## config.mk

```make
export PLATFORM = sky130hd
export DESIGN_NAME = sum_seq16
export DESIGN_NICKNAME = d
export VERILOG_FILES = /design/src/rtl/sum_seq16.sv
export SDC_FILE = /design/constraint.sdc
export NUM_CORES = 1
export LEC_CHECK = 0
export CAP_MARGIN = 20
export CORE_MARGIN = 8
export CORE_UTILIZATION = 40
export CTS_CLUSTER_SIZE = 8
export DETAILED_ROUTE_END_ITERATION = 6
export GPL_ROUTABILITY_DRIVEN = 0
export PLACE_DENSITY = 0.67
export SYNTH_ARGS = -nofsm -noshare
export SYNTH_HDL_FRONTEND = slang
export SYNTH_SLANG_ARGS = --single-unit
```

## constraint.sdc

```tcl
create_clock -name clk -period 5.7 [get_ports clk]
set_input_delay 1.71 -clock clk [delete_from_list [all_inputs] [get_ports clk]]
set_output_delay 1.71 -clock clk [all_outputs]
set_load 0.03 [all_outputs]
```

## src/rtl/sum_seq16.sv

```systemverilog
// Sequential 16-bit adder: one nibble per cycle through a single 4-bit ripple adder.
// Optional subtraction (A-B via ~B and carry-in 1) is enabled by defining SUM_SEQ16_SUB_EN.

module sum4 (
  input  logic [3:0] a,
  input  logic [3:0] b,
  input  logic       c_in,
  output logic [3:0] s,
  output logic       c_out
);
  logic [4:0] carry;

  assign carry[0] = c_in;

  genvar gi;
  generate
    for (gi = 0; gi < 4; gi++) begin : g_fa
      assign s[gi]         = a[gi] ^ b[gi] ^ carry[gi];
      assign carry[gi + 1] = (a[gi] & b[gi]) | (carry[gi] & (a[gi] ^ b[gi]));
    end
  endgenerate

  assign c_out = carry[4];
endmodule

module sum_seq16 (
  input  logic        clk,
  input  logic        reset_n,
  input  logic        start,
  input  logic [15:0] A,
  input  logic [15:0] B,
  input  logic        c_in,
`ifdef SUM_SEQ16_SUB_EN
  input  logic        op,
`endif
  output logic        busy,
  output logic        done,
  output logic [15:0] S,
  output logic        c_out
);
  typedef enum logic [1:0] {IDLE, RUN, FIN} state_t;

  state_t      state_reg;
  logic [1:0]  k_reg;
  logic        carry_reg;
  logic [15:0] a_reg;
  logic [15:0] b_reg;
  logic [15:0] s_reg;
  logic        c_out_reg;
  logic        busy_reg;
  logic        done_reg;

  logic [3:0]  nib_sel;
  logic [3:0]  add_s;
  logic        add_co;
  logic [15:0] b_load;
  logic        carry_load;

  assign nib_sel = {k_reg, 2'b00};

`ifdef SUM_SEQ16_SUB_EN
  // Subtraction reuses the adder as A + ~B + 1.
  assign b_load     = op ? ~B : B;
  assign carry_load = op ? 1'b1 : c_in;
`else
  assign b_load     = B;
  assign carry_load = c_in;
`endif

  sum4 u_sum4 (
    .a     (a_reg[nib_sel +: 4]),
    .b     (b_reg[nib_sel +: 4]),
    .c_in  (carry_reg),
    .s     (add_s),
    .c_out (add_co)
  );

  always_ff @(posedge clk) begin
    if (!reset_n) begin
      state_reg <= IDLE;
      k_reg     <= 2'd0;
      carry_reg <= 1'b0;
      a_reg     <= 16'h0000;
      b_reg     <= 16'h0000;
      s_reg     <= 16'h0000;
      c_out_reg <= 1'b0;
      busy_reg  <= 1'b0;
      done_reg  <= 1'b0;
    end else begin
      case (state_reg)
        IDLE, FIN: begin
          done_reg <= 1'b0;
          if (start) begin
            a_reg     <= A;
            b_reg     <= b_load;
            carry_reg <= carry_load;
            k_reg     <= 2'd0;
            state_reg <= RUN;
            busy_reg  <= 1'b1;
          end else begin
            state_reg <= IDLE;
            busy_reg  <= 1'b0;
          end
        end
        RUN: begin
          s_reg[nib_sel +: 4] <= add_s;
          carry_reg           <= add_co;
          k_reg               <= k_reg + 2'd1;
          // The index wraps to 0 on the same edge that ends the run.
          if (k_reg == 2'd3) begin
            c_out_reg <= add_co;
            state_reg <= FIN;
            busy_reg  <= 1'b0;
            done_reg  <= 1'b1;
          end
        end
        default: begin
          state_reg <= IDLE;
          busy_reg  <= 1'b0;
          done_reg  <= 1'b0;
        end
      endcase
    end
  end

  assign busy  = busy_reg;
  assign done  = done_reg;
  assign S     = s_reg;
  assign c_out = c_out_reg;
endmodule

```

==> impl_metrics.ini <==
[power]
power.net_switching_w = 0.000188
combinationalPowerShare_pct = 13.8
power.total_w = 0.000788
switching_share_pct = 23.9
p_int_w = 0.000599
p_leak_nw = 1.12
seq_power_share_pct = 52.6
pwr-share-clk_pct = 33.6
power_density_nw_per_um2 = 253
max-vdd-ir-drop_mv = 0.124

[global_route]
antenna_found_initial = 0
grt_pass1_wl_um = 8810
grt_util_all_layers_pct = 12.2
globalRouteOverflowTotal = 0
grt_max_degree = 38
grt_pass1_vias = 1883

[sta]
fmax_mhz = 287
fin_crit_ns = 3.49
finalSetupViolations = 0
finalHoldViolCount = 0
setup_tns_ns = 0
holdWs_ns = 0.469
fin_crit_sh_pct = 61.2
max_slew.worst_pin.slew_ns = 0.976
skew_ns = 0.00679
rsz0062_at_grt = false
fin_ws_ns = 2.21
slew_violations = 0
timing.slew.headroom_pct = 34.8

[placement]
post-place-ws_ns = 1.93
io_buffers = 54
dpl_cell_area_um2 = 2990
dp_hpwl_um = 3900

[route]
wl_per_cell_um = 13.6
first_pass_iters = 4
drtAntennaViolNets = 0
drtIter0Drc = 148
route.detailed.drc = 0
vias = 1880
via_per_inst = 4.91
wl_um = 5230

[floorplan]
ioPinCount = 55
die-height_um = 93.9
start_util_pct = 41.3
core_area_um2 = 5890
die_w_um = 93.9
num_rows = 28
die-area_um2 = 8820

[clock_network]
cts_resized = 0
cts_tree = done
cts_hold_buf = 0
cts.clk_slew.worst_paths_ns = 0.09
insertion_delay_ns = 0.30
htreeDepth = 2
clockBufferDepth = 2
cts_setup_buffers = 0
clock-root-buffer = clkbuf_8
cts_buffers = 5
cts_sinks = 55

[synth]
synth.area.top_cells = dfxtp_1, nand2_1, a21boi_0, mux4_2, fa_1
syn_avg_cell_area_um2 = 9.27
yosysTopAreaCellShare_pct = 45.3
synthCells = 262
ys_warn_count = 0
synth_cell_types = 28
synth_nets = 308
ys_seq_elements = 55
yosysSeqAreaShare_pct = 45.3
synth_area_leader_cell = dfxtp_1
netlist_area_um2 = 2430

[worst_setup_path]
reg2reg_depth = 9
startpoint_type = input pin
r2r_end = S[7]$_SDFFE_PN0P_
cp-startpoint = reset_n
critPathArrivalTime_ns = 3.70
crit_type = input pin to flop
crit_fanout = 33
rrSetupSlack_ns = 2.43
endpoint_kind = flop
r2r-start = k_reg[0]$_SDFFE_PN0P_
crit_required_ns = 5.91

[worst_hold_path]
worstHoldEndpoint = b_reg[10]$_SDFFE_PN0P_
hp-start = b_reg[10]$_SDFFE_PN0P_
hold_depth = 2
hp-class = flop to flop

[layout]
syn_to_final_growth_pct = 28.0
fin_area_um2 = 3110
drive_above_1_share_pct = 6.17
antenna_cells = 0
nets = 353
nFillCells = 565

[status]
status = finished clean

[flow_run]
drv_cap = 0
## power by group through the flow
| stage | sequential (W) | combinational (W) | clock (W) |
|---|---|---|---|
| after floorplan | 0.000422 | 0.0000672 | 0 |
| after global placement | 0.000423 | 0.000110 | 0 |
| after detailed placement | 0.000424 | 0.000110 | 0 |
| after CTS | 0.000415 | 0.000111 | 0.000273 |
| after global routing | 0.000418 | 0.000121 | 0.000286 |
| final | 0.000414 | 0.000109 | 0.000264 |
## layer usage
layer  vias up  routed length (µm)  track usage (%)
met3         6                 351             3.84
met1       851                2340             15.4
met2        49                2480             19.5
met4         0                  60             3.57
li1        974                   -                -
met5         -                   0                0
## worst max-delay path by stage
stage                              end  depth (start not counted)
finish               S[7]$_SDFFE_PN0P_                          4
global route        S[14]$_SDFFE_PN0P_                          4
CTS                  S[7]$_SDFFE_PN0P_                          4
detailed placement   S[7]$_SDFFE_PN0P_                          4
global placement     S[7]$_SDFFE_PN0P_                          4
floorplan            S[7]$_SDFFE_PN0P_                         10
## synthesized netlist by cell type (all sizes together)
| cell | n |
|---|---|
| nand2 | 85 |
| dfxtp | 55 |
| a21boi | 35 |
| buf | 10 |
| inv | 9 |
| clkbuf | 8 |
| mux4 | 8 |
| o22ai | 8 |
| o32ai | 8 |
| ha | 6 |
| nand2b | 5 |
| and2 | 4 |
| fa | 4 |
| nand3 | 4 |
| nor2b | 2 |
| o21ai | 2 |
| a31oi | 1 |
| and2b | 1 |
| and3 | 1 |
| and3b | 1 |
| nand4 | 1 |
| nor2 | 1 |
| o211a | 1 |
| o221ai | 1 |
| or3 | 1 |
## layout make-up
type,instances,area [µm²],area share (%)
Tap cell,75,93.8,3.02
Sequential cell,55,1100,35.4
Multi-Input combinational cell,180,1210,38.8
Clock inverter,2,35.0,1.13
Timing Repair Buffer,56,556,17.9
Clock buffer,6,82.6,2.66
Inverter,9,33.8,1.09
## metrics by stage
stage,instances,util [%]
after floorplan,262,-
after global placement,375,50.8
after detailed placement,375,50.8
after CTS,383,52.8
after global routing,383,52.8
final,383,52.8
## kinds of logic after synthesis
kind of cell,Yosys count,synth area share (%)
compound gates,56,17.2
fa+ha+maj,10,6.39
buf+inv,27,4.99
flops,55,45.3
mux,8,7.41
simple gates,106,18.7
## critical path, stage by stage
cell	delay, ns
clkdlybuf4s50_1	1.11
buf_4	0.41
nand2_1	0.16
o32ai_1	0.29
## layout by cell type (no fill, tap or decap), drive strengths merged, types with 2 or more instances in the layout
master and n:
nor2b 2, buf 2, nand2 85, o22ai 8
o32ai 8, and2 4, inv 9, clkbuf 6
ha 6, dfxtp 55, nand3 4, o21ai 2
fa 4, nand2b 5, mux4 8, a21boi 35
clkdlybuf4s50 54
Power figures use the tool's default switching activity.
